--- config.mk ---
export PLATFORM = sky130hd
export DESIGN_NAME = retire_unit
export DESIGN_NICKNAME = d
export VERILOG_FILES = /design/src/rtl/retire_unit.sv
export SDC_FILE = /design/constraint.sdc
export NUM_CORES = 1
export LEC_CHECK = 0
export ABC_AREA = 1
export CAP_MARGIN = 20
export CORE_MARGIN = 2
export CORE_UTILIZATION = 53
export CTS_CLUSTER_DIAMETER = 30
export DETAILED_ROUTE_END_ITERATION = 8
export PLACE_DENSITY = 0.77
export SYNTH_ARGS = -nofsm -noshare
export SYNTH_HDL_FRONTEND = slang
export SYNTH_SLANG_ARGS = --single-unit
--- constraint.sdc ---
create_clock -name clk -period 4.5 [get_ports clk]
set_clock_uncertainty 0.2 [all_clocks]
set_input_delay 0.45 -clock clk [delete_from_list [all_inputs] [get_ports clk]]
set_output_delay 0.45 -clock clk [all_outputs]
set_load 0.01 [all_outputs]
--- src/rtl/retire_unit.sv ---
// Commit stage behind the ROB: updates the retirement alias table and queues overwritten tags for the free list.
// Optional RETIRE_PERF_EN adds perf_retired / perf_stall counters.
module retire_unit #(
  parameter int unsigned ENTRY_W     = 10,
  parameter int unsigned PHYS_W      = 5,
  parameter int unsigned ARCH_REGS   = 8,
  parameter int unsigned FREEQ_DEPTH = 8
) (
  input  logic                          clk,
  input  logic                          rst,
  input  logic [3*ENTRY_W-1:0]          rob_dout,
  output logic [2:0]                    rob_ready_ct,
  output logic [PHYS_W-1:0]             free_tag,
  output logic                          free_valid,
  input  logic                          free_ready,
  output logic [ARCH_REGS*PHYS_W-1:0]   arch_map,
  output logic [1:0]                    retire_ct
`ifdef RETIRE_PERF_EN
  ,
  output logic [31:0]                   perf_retired,
  output logic [31:0]                   perf_stall
`endif
);

  localparam int unsigned AIDX_W = $clog2(ARCH_REGS);
  localparam int unsigned PTR_W  = $clog2(FREEQ_DEPTH);
  localparam int unsigned CNT_W  = $clog2(FREEQ_DEPTH + 1);

  logic [PHYS_W-1:0] rrat_q [ARCH_REGS];
  logic [PHYS_W-1:0] rrat_d [ARCH_REGS];
  logic [PHYS_W-1:0] mem_q  [FREEQ_DEPTH];
  logic [PHYS_W-1:0] mem_d  [FREEQ_DEPTH];
  logic [PTR_W-1:0]  wr_ptr_q, wr_ptr_d, rd_ptr_q, rd_ptr_d;
  logic [CNT_W-1:0]  count_q, count_d;
  logic [1:0]        retire_ct_q, retire_ct_d;

  logic [PHYS_W-1:0] push_tag [3];
  logic [1:0]        push_n;
  logic [1:0]        n_valid;
  logic              pop;

  function automatic logic [PTR_W-1:0] ptr_inc(input logic [PTR_W-1:0] p);
    if (p == PTR_W'(FREEQ_DEPTH - 1)) return '0;
    return p + PTR_W'(1);
  endfunction

  // Walk slots oldest first; the first empty slot closes the group.
  always_comb begin
    logic                group_open;
    logic [ENTRY_W-1:0]  slot;
    logic [AIDX_W-1:0]   arch;
    rrat_d     = rrat_q;
    push_tag   = '{default: '0};
    push_n     = '0;
    n_valid    = '0;
    group_open = 1'b1;
    for (int i = 0; i < 3; i++) begin
      slot = rob_dout[i*ENTRY_W +: ENTRY_W];
      arch = slot[PHYS_W +: AIDX_W];
      if (group_open && slot[ENTRY_W-1]) begin
        n_valid = n_valid + 2'd1;
        if (slot[ENTRY_W-2]) begin
          push_tag[push_n] = rrat_d[arch];
          rrat_d[arch]     = slot[PHYS_W-1:0];
          push_n           = push_n + 2'd1;
        end
      end else begin
        group_open = 1'b0;
      end
    end
  end

  // Freed-tag queue: pushes in slot order, drop when full, pop concurrently.
  always_comb begin
    logic [CNT_W-1:0] n_push;
    mem_d    = mem_q;
    wr_ptr_d = wr_ptr_q;
    n_push   = '0;
    for (int k = 0; k < 3; k++) begin
      if ((2'(k) < push_n) && (32'(count_q) + 32'(n_push) < 32'(FREEQ_DEPTH))) begin
        mem_d[wr_ptr_d] = push_tag[k];
        wr_ptr_d        = ptr_inc(wr_ptr_d);
        n_push          = n_push + CNT_W'(1);
      end
    end
    pop         = free_valid && free_ready;
    rd_ptr_d    = pop ? ptr_inc(rd_ptr_q) : rd_ptr_q;
    count_d     = count_q + n_push - CNT_W'(pop);
    retire_ct_d = n_valid;
  end

  // Grant leaves room for the three entries already in flight.
  always_comb begin
    int avail;
    avail = int'(FREEQ_DEPTH) - int'(count_q) - 3;
    if (!rst)            rob_ready_ct = 3'd0;
    else if (avail <= 0) rob_ready_ct = 3'd0;
    else if (avail >= 3) rob_ready_ct = 3'd3;
    else                 rob_ready_ct = 3'(avail);
  end

  always_ff @(posedge clk or negedge rst) begin
    if (!rst) begin
      for (int r = 0; r < ARCH_REGS; r++) rrat_q[r] <= PHYS_W'(r);
      for (int k = 0; k < FREEQ_DEPTH; k++) mem_q[k] <= '0;
      wr_ptr_q    <= '0;
      rd_ptr_q    <= '0;
      count_q     <= '0;
      retire_ct_q <= '0;
    end else begin
      rrat_q      <= rrat_d;
      mem_q       <= mem_d;
      wr_ptr_q    <= wr_ptr_d;
      rd_ptr_q    <= rd_ptr_d;
      count_q     <= count_d;
      retire_ct_q <= retire_ct_d;
    end
  end

  always_comb begin
    for (int r = 0; r < ARCH_REGS; r++) arch_map[r*PHYS_W +: PHYS_W] = rrat_q[r];
  end

  assign free_tag   = mem_q[rd_ptr_q];
  assign free_valid = (count_q != '0);
  assign retire_ct  = retire_ct_q;

`ifdef RETIRE_PERF_EN
  logic [31:0] perf_retired_q, perf_retired_d, perf_stall_q, perf_stall_d;

  always_comb begin
    perf_retired_d = perf_retired_q + 32'(retire_ct_q);
    perf_stall_d   = perf_stall_q + 32'(rob_ready_ct < 3'd3);
  end

  always_ff @(posedge clk or negedge rst) begin
    if (!rst) begin
      perf_retired_q <= '0;
      perf_stall_q   <= '0;
    end else begin
      perf_retired_q <= perf_retired_d;
      perf_stall_q   <= perf_stall_d;
    end
  end

  assign perf_retired = perf_retired_q;
  assign perf_stall   = perf_stall_q;
`endif

endmodule

==> results.md, run 1 <==
* Crit-path most repeated cell: ha_1
* Initial antenna violation count at 0
* Max Fclk at 239 MHz
* Post-synth EDFFs at 0
* Synthesized flop and latch total at 92
* WS Path Type: register to register
* Outcome: complete, but fails checks
* Post-synth design cell area at 0.00802 mm²
* DIE AREA at 0.0161 mm²
* Vias at 10050
* # setup viols final at 0
* RSZ-0062 raised after global routing: false
* Gr ovfl total at 0
* Starting Density at a little over half
* Vias per cell at between 6 and 7
* Post-synth cell types at 41
* Most common cell after layout, fill and taps aside: nand2_1
* CP Data Required Time at between 4 and 5 ns
* Synthesized area per cell at 6.02 µm²
* Pin count of the biggest net entering global routing at 55
* Crit start category: register
* VDD IR-drop max at 0.000386 V
* Min-delay worst type: input pin to register
* Root buffer cell: clkbuf_16
* Area grow syn2layout at 19.8%
* Sequential share of the synthesized area at 28.9%
* Syn. warnings at 0
* Buf/Inv on CP at 3
* Clk_lat worst skew at ~0.36 ns
* Sequence of cells on the critical path: inv_1, ha_1, a22oi_1, nand4_1, nand2_2, nor2_2, ha_1, ha_1, nand3_1, nand2_1, nand2_1, xor2_1, a211oi_1, nand2_1, inv_2, o21ai_0, ha_1, inv_1, ha_1, nand3_1, nand2_1, xnor2_2
* Slew @ Worst Pin at 0.973 ns
* Slew HR at 34.6%
* Filler cells at 1394
* Top cell type's share of synthesized area at 24.9%
* N_diodes at 0
* Ys flop type: dfrtp_1
* DRC Markers at 4
* Core ar. at 0.0146 mm²
* Asr flop ratio synth at 100%
* Family with the most delay on the worst path: adder cells
* Failing checks: DRC
* CP max stage delay at around 0.43 ns
* Final period util at 92.8%
* Cells taking the most area after synthesis: dfrtp_1 25%, nand2_1 20%, nand3_1 18%, nor2_1 6.6%, inv_1 6.4%
* Layout cells sized above 1 at 7.48%
* Routed len/inst at 20.0 µm
* Gr usage total at between 40% and 50%
* Port bufs at 82
* Cells after Synth at 1333
* Num CTS Buffers at 9
* DR iter-0 viols at 1577
* Nets at 1496
* Fin. Hold Viols at 0
* Boundary pin count at 84
* CP arrival at 4.22 ns
* Syn Nets at ~1400
* CTS max path bufs at 2
* Worst Path Max Fanout at 5
* Remaining antenna violation count at 0
* Place WS at -0.242 ns
* H-tree level count at 3
* Max-cap violation count at 0
* Die extent in x at about 130 µm
* Clk slew on worst S/H paths at 0.08 ns
* Post-CTS setup buffers at 0
* DIE HEIGHT at 127 µm
* Slowest CP cell: dfrtp_1
* Vias in the first global route at around 8900
* # rows at 44
* Pwr Density at 505 mW/mm²
* Leakage at 0.00503 µW
* Setup ws final at 0.322 ns
* Initial DRT Pass Iterations at 9
* Global-route wire length before repair at 50.0 mm
* Final HPWL DP at between 20 and 25 mm
* Min cycle time layout at 4.18 ns
* Fin. max-slew vios at 0
* Post-synth top area cell: dfrtp_1
* CTS tree: yes
* Finished Cell Area at 0.00961 mm²
* Crit end category: register
* Commonest non-fill, non-tap cells in the layout: 413 x nand2_1, 285 x nand3_1, 141 x nor2_1
* Placed Area at between 0.009 and 0.01 mm²
* Gpl congestion at 1.02
* Clock Sinks at 92
* Post-Route WL at 32.5 mm
==> cell usage after synthesis, types with 2 or more instances <==
master	count
a21oi_1	23
dfrtp_1	80
nand2_1	418
clkbuf_1	19
a31oi_1	45
xor2_1	5
nand3b_1	2
o21ai_1	5
nor2_2	6
inv_2	7
a21boi_0	2
o21ai_0	61
nand4_1	7
buf_1	8
nand2_2	5
inv_1	136
nand3_1	286
dfstp_2	12
buf_2	3
nor2_1	141
o22ai_1	5
clkinv_1	2
nor3_1	8
ha_1	24
xnor2_1	4
nor2_4	4
==> cell families after synthesis <==
family | Yosys count | share of synthesized area (%)
buffers and inverters | 177 | 8.47
AOI/OAI and AO/OA | 148 | 10.4
other | 1 | 0.0467
xor gates and xnor gates | 9 | 0.982
adders and majority gates | 25 | 3.99
and+or+nand+nor | 881 | 47.2
DFF | 92 | 28.9
==> metrics by stage <==
stage / util [%] / hold WS [ns] / power, µW / cells / TNS (ns)
after detailed placement: 63.2 / 0.273 / 3920 / 1610 / -0.710
after CTS: 65.4 / 0.421 / 4750 / 1627 / 0
after global routing: 65.6 / 0.260 / 5200 / 1627 / 0
after floorplan: - / -0.0456 / 2970 / 1333 / 0
final: 65.6 / 0.238 / 4850 / 1627 / 0
after global placement: 63.2 / 0.266 / 3870 / 1610 / -0.251
==> routing by layer <==
| metal | vias up | GRT usage [%] | routed length [µm] |
|---|---|---|---|
| met5 | - | 0 | 0 |
| met3 | 127 | 12.2 | 5340 |
| met1 | 4517 | 60.1 | 13300 |
| met4 | 0 | 13.8 | 1200 |
| li1 | 4607 | - | - |
| met2 | 799 | 55.2 | 12700 |
==> worst paths after layout <==
| kind | from | to | slack (ns) | depth (start not counted) |
|---|---|---|---|---|
| worst max-delay path | count_q[1] | count_q[3] | 0.32 | 22 |
| worst min-delay path | rob_dout[19] | retire_ct[0] | 0.24 | 2 |
| worst max register to register | count_q[1] | count_q[3] | 0.32 | 22 |
| worst min register to register | rd_ptr_q[2] | rd_ptr_q[2] | 0.41 | 3 |
| max in group asynchronous | rst | mem_q[17] | 2.53 | 3 |
| min in group asynchronous | rst | arch_map[12] | 0.42 | 2 |
==> final cells by class <==
| type | count | area, µm² | share of cell area (%) |
|---|---|---|---|
| well taps | 184 | 230 | 2.40 |
| repair buffers | 126 | 1160 | 12.1 |
| clock inverters | 7 | 81.3 | 0.846 |
| flip-flops and latches | 92 | 2320 | 24.1 |
| clock buffers | 9 | 225 | 2.34 |
| multi-input cells | 1064 | 5050 | 52.6 |
| inverters | 145 | 544 | 5.66 |
==> registers in the layout, indices dropped and copies added, names as in the netlist <==
register,cells
arch_map,40
mem_q,40
count_q,4
rd_ptr_q,3
wr_ptr_q,3
retire_ct,2
==> power breakdown <==
group	switching, µW	internal, µW
combinational	1580	1050
clock	388	441
sequential	251	1140
total	2220	2630
==> what timing repair did <==
action / in CTS / in global routing
endpoints found under the setup margin: 0 / 3
hold endpoints to repair: 32 / 0
gates resized for setup: 0 / 12
hold buffers: 1 / 0
Note: power is estimated with default switching activity, not from simulation.
==> run 2: changes to the inputs <==
CTS_CLUSTER_DIAMETER = 200   (was 30)
GPL_TIMING_DRIVEN = 0   (was not set)
SLEW_MARGIN = 25   (was not set)
==> results.md, run 2 (same netlist as run 1, synthesis figures left out) <==
* Outcome: finished clean
* WS Path Type: register to register
* R2r setup slk at 0.18 ns
* Gr ovfl total at 0
* DR iter-0 viols at 1868
* Starting Density at a little over half
* Worst Path Max Fanout at 5
* H-tree level count at 3
* Min cycle time layout at 4.32 ns
* WHS Path Cells at 2
* N_diodes at 0
* Hold Path Sink: retire_ct[0]
* Comb power frac at around 55%
* Vias at 10107
* CP Data Required Time at ~4.6 ns
* Most common cell after layout, fill and taps aside: nand2_1
* Core ar. at 0.0146 mm²
* Cell internal pwr at 2670 µW
* Clock Sinks at 92
* Family with the most delay on the worst path: adder cells
* Post-Route WL at 33.7 mm
* # setup viols final at 0
* Gr usage total at 40.8%
* Vias in the first global route at 8862
* Pwr Density at 518 mW/mm²
* FF-to-FF path depth at 22
* Num CTS Buffers at 9
* Leakage at 0.00490 µW
* Crit end category: register
* Fin. Hold Viols at 0
* Slew HR at about a third
* Commonest non-fill, non-tap cells in the layout: 410 x nand2_1, 284 x nand3_1, 141 x nor2_1
* Remaining antenna violation count at 0
* Gpl congestion at 1.03
* DRC Markers at 0
* Port bufs at 71
* Place WS at -0.912 ns
* DIE AREA at 0.0161 mm²
* Storage cell area at 0.00232 mm²
* Hold wc startpoint: rob_dout[19]
* Boundary pin count at 84
* Sequence of cells on the critical path: inv_1, ha_2, a22oi_2, nand4_1, nand2_2, nor2_4, buf_6, ha_2, ha_1, nand3_1, nand2_2, nand2_1, xor2_1, a211oi_1, nand2_1, xor2_1, ha_1, inv_1, ha_1, inv_1, fa_1, xnor2_1
* R2r endpoint: count_q[2]
* Final HPWL DP at 24.3 mm
* Crit. path cell count at 22
* Setup ws final at 0.178 ns
* Pin count of the biggest net entering global routing at 61
* Final period util at 96.0%
* Buf/Inv on CP at 4
* CP arrival at between 4 and 5 ns
* DIE HEIGHT at 127 µm
* Max-cap violation count at 0
* CTS max path bufs at 2
* Die extent in x at 127 µm
* Net load switching power at 2250 µW
* VDD IR-drop max at 0.000417 V
* Clk_lat worst skew at ~0.37 ns
* Min-delay worst type: input pin to register
* Area grow syn2layout at 18.4%
* Vias per cell at 6.22
* Clk slew on worst S/H paths at ~0.080 ns
* Crit start category: register
* Layout cells sized above 1 at about 7.1%
* Worst r2r src: count_q[1]
* Area of the multi-input gates at slightly above 0.005 mm²
* Slowest CP cell: dfrtp_1
* Finished Cell Area at around 0.0095 mm²
* Nets at 1495
* Fin. max-slew vios at 0
* CP Launch Point: count_q[1]
* CTS tree: yes
* Placed Area at 0.00899 mm²
* Sequential power share at about 28%
* Filler cells at 1372
* Initial DRT Pass Iterations at 6
* Root buffer cell: clkbuf_16
* Sum Neg Setup Slack at 0 ns
* Initial antenna violation count at 0
* # rows at 44
* Global-route wire length before repair at 49.9 mm
* CP max stage delay at ~0.4 ns
* Slew @ Worst Pin at between 0.9 and 1 ns
* Routed len/inst at ~21 µm
* Switching share of power at 45.8%
* Clock power frac at between 10% and 20%
* Max Fclk at about 230 MHz
run 2: cell types whose count changed in the layout (fill, tap and decap cells not counted), moves of 4 or more:
cell	delta
buf_1	+8
buf_4	-23
clkbuf_1	+19
clkdlybuf4s50_1	-11
dlymetal6s2s_1	-4
run 2: worst max-delay path by stage:
stage,end,slack [ns]
after global placement,rob_ready_ct[0],-1.38
after detailed placement,count_q[3],-0.91
after floorplan,count_q[3],0.21
after CTS,count_q[2],0.07
final,count_q[2],0.18
after global routing,count_q[2],-0.07
run 2: metal layers:
| layer | track usage [%] | wire, µm | up-vias |
|---|---|---|---|
| met5 | 0 | 0 | - |
| met4 | 13.3 | 1110 | 0 |
| met3 | 11.2 | 5060 | 109 |
| met2 | 58.7 | 13800 | 801 |
| met1 | 59.3 | 13700 | 4590 |
| li1 | - | - | 4607 |
run 2: worst register-to-register path: cells and delay by family (launching register included):
family                     cells  cell delay [ns]
adders and majority gates      6             1.50
and+or+nand+nor                7             0.79
AOI/OAI and AO/OA              2             0.49
xor gates and xnor gates       3             0.46
DFF                            1             0.40
buffers and inverters          4             0.35
run 2: power by group through the flow:
| stage | clock network, µW | logic (µW) | registers [µW] |
|---|---|---|---|
| 3_3_place_gp | 0 | 2420 | 1380 |
| 2_1_floorplan | 0 | 1620 | 1350 |
| 6_report | 846 | 2690 | 1380 |
| 5_1_grt | 872 | 2950 | 1410 |
| 3_5_place_dp | 0 | 2480 | 1390 |
| 4_1_cts | 843 | 2530 | 1380 |
run 2: through the flow:
| step | utilization, % | instances | power (µW) | hold slack (ns) |
|---|---|---|---|---|
| floorplan | - | 1333 | 2970 | -0.0456 |
| global placement | 61.2 | 1588 | 3810 | 0.398 |
| detailed placement | 61.4 | 1589 | 3870 | 0.167 |
| CTS | 64.0 | 1613 | 4750 | 0.305 |
| global route | 64.9 | 1626 | 5230 | 0.173 |
| finish | 64.9 | 1626 | 4920 | 0.155 |
run 2: area by class of cell:
cell class | count | share of cell area, %
clock inverter | 6 | 0.777
clock buffer | 10 | 2.52
multi-input combinational | 1064 | 53.4
sequential | 92 | 24.4
tap | 184 | 2.42
buffer | 32 | 1.42
inverter | 145 | 5.73
timing repair buffer | 93 | 9.28
run 2: timing repair:
action,4_1_cts,5_1_grt
gates resized for setup,9,23
pin swaps,4,9
hold buffers,1,0
endpoints found under the hold margin,26,0
endpoints found under the setup margin,33,8
buffers inserted,7,13
gates cloned,0,0
==> run 3: changes to the inputs <==
CORE_MARGIN = 4   (was 2)
CORE_UTILIZATION = 54   (was 53)
CTS_BUF_LIST = sky130_fd_sc_hd__clkbuf_4 sky130_fd_sc_hd__clkbuf_8   (was not set)
PLACE_DENSITY = 0.79   (was 0.77)
==> results.md, run 3 (same netlist as run 1, synthesis figures left out) <==
* Outcome: finished clean
* CTS tree: yes
* # setup viols final at 0
* Commonest non-fill, non-tap cells in the layout: 412 x nand2_1, 285 x nand3_1, 141 x nor2_1
* Crit start category: input pin
* Clock Sinks at 92
* Post-Route WL at 33.0 mm
* WS Path Type: input pin to register
* Fin. Hold Viols at 0
* CTS max path bufs at 2
* Root buffer cell: clkbuf_8
* Initial antenna violation count at 0
* Die extent in x at 130 µm
* Initial DRT Pass Iterations at 8
* Routed len/inst at around 20 µm
* Vias at 9966
* FF-to-FF path depth at 22
* Layout cells sized above 1 at 6.81%
* CP arrival at 4.42 ns
* DR iter-0 viols at 1433
* # rows at 44
* R2r setup slk at 0.22 ns
* Gr ovfl total at 0
* Slew HR at 36.2%
* DRC Markers at 0
* H-tree level count at 3
* Pwr Density at 496 mW/mm²
* Global-route wire length before repair at 49.3 mm
* Min cycle time layout at 4.31 ns
* Crit end category: register
* Vias per cell at 6.14
* DIE AREA at 0.0169 mm²
* DIE HEIGHT at 130 µm
* Remaining antenna violation count at 0
* Clk slew on worst S/H paths at 0.09 ns
* Max Fclk at 232 MHz
* CP max stage delay at 0.37 ns
* Placed Area at 0.00899 mm²
* Area grow syn2layout at 16.7%
* Core ar. at between 0.01 and 0.015 mm²
* Clk_lat worst skew at 0.41 ns
* Most common cell after layout, fill and taps aside: nand2_1
* Pin count of the biggest net entering global routing at 56
* Fin. max-slew vios at 0
* Port bufs at 71
* Starting Density at 55.2%
* Leakage at 0.00484 µW
* Gpl congestion at 1.10
* Vias in the first global route at 9034
* Final period util at 95.8%
* Boundary pin count at 84
* Nets at 1493
* Worst Path Max Fanout at 10
* Filler cells at 1389
* Gr usage total at 38.6%
* Min-delay worst type: input pin to register
* Final HPWL DP at 24.2 mm
* CP Launch Point: rob_dout[9]
* Max-cap violation count at 0
* CP Data Required Time at roughly 4.6 ns
* Final Core Density at 64.4%
* Sum Neg Setup Slack at 0 ns
* Worst setup endpoint: count_q[2]
* Num CTS Buffers at 9
* R2r endpoint: count_q[2]
* VDD IR-drop max at about 0.00023 V
* Crit-path most repeated cell: ha_1
* Slew @ Worst Pin at 0.949 ns
* Worst r2r src: count_q[0]
* Overall power at 4650 µW
* Slowest CP cell: fa_1
* N_diodes at 0
* Finished Cell Area at ~0.0094 mm²
## run 3: metrics by stage
| step | std cells | hold slack, ns | setup WS, ns |
|---|---|---|---|
| floorplan | 1333 | -0.0456 | 0.213 |
| global placement | 1588 | 0.398 | -1.24 |
| detailed placement | 1589 | 0.193 | -1.03 |
| CTS | 1616 | 0.287 | 0.101 |
| global route | 1624 | 0.134 | -0.0305 |
| finish | 1624 | 0.130 | 0.190 |
## run 3: what timing repair did
item,CTS,global route
endpoints found under the setup margin,44,3
pin swaps,7,8
gates resized for setup,12,17
hold buffers,1,0
buffers inserted,10,8
endpoints found under the hold margin,32,0
## run 3: final cells by class
type / instances / area [µm²] / area share, %
Buffer: 32 / 135 / 1.44
Clock buffer: 11 / 139 / 1.48
Clock inverter: 5 / 60.1 / 0.641
Inverter: 145 / 544 / 5.81
Multi-Input combinational cell: 1064 / 5070 / 54.1
Sequential cell: 92 / 2320 / 24.8
Tap cell: 184 / 230 / 2.46
Timing Repair Buffer: 91 / 867 / 9.26
## run 3: per-layer routing
layer  share of wire [%]  GRT usage (%)
met5                   0              0
met4                 7.1           24.6
met3                  10           7.08
met2                  46           63.4
met1                  37           46.5
## run 3: worst max-delay path: cells and delay by family
| kind | cells | cell delay (ns) |
|---|---|---|
| XOR/XNOR | 3 | 0.49 |
| AND/OR/NAND/NOR | 12 | 1.25 |
| adder cells (fa/ha/maj) | 6 | 1.58 |
| AO/OA/AOI/OAI | 1 | 0.25 |
| buffers and inverters | 4 | 0.38 |
## run 3: worst min path at each step
stage | end | startpoint | slack [ns] | cells after the start
finish | retire_ct[0] | rob_dout[19] | 0.13 | 2
global route | retire_ct[0] | rob_dout[19] | 0.13 | 2
CTS | retire_ct[0] | rob_dout[19] | 0.29 | 2
detailed placement | count_q[3] | rst | 0.19 | 1
global placement | rd_ptr_q[2] | rd_ptr_q[2] | 0.40 | 3
floorplan | arch_map[0] | rst | -0.05 | 0
## run 3: power breakdown
group          internal [µW]  leakage, µW  switching [µW]  total, µW
clock                    273     0.000101             339        612
sequential              1140      0.00110             276       1420
combinational           1040      0.00364            1580       2620
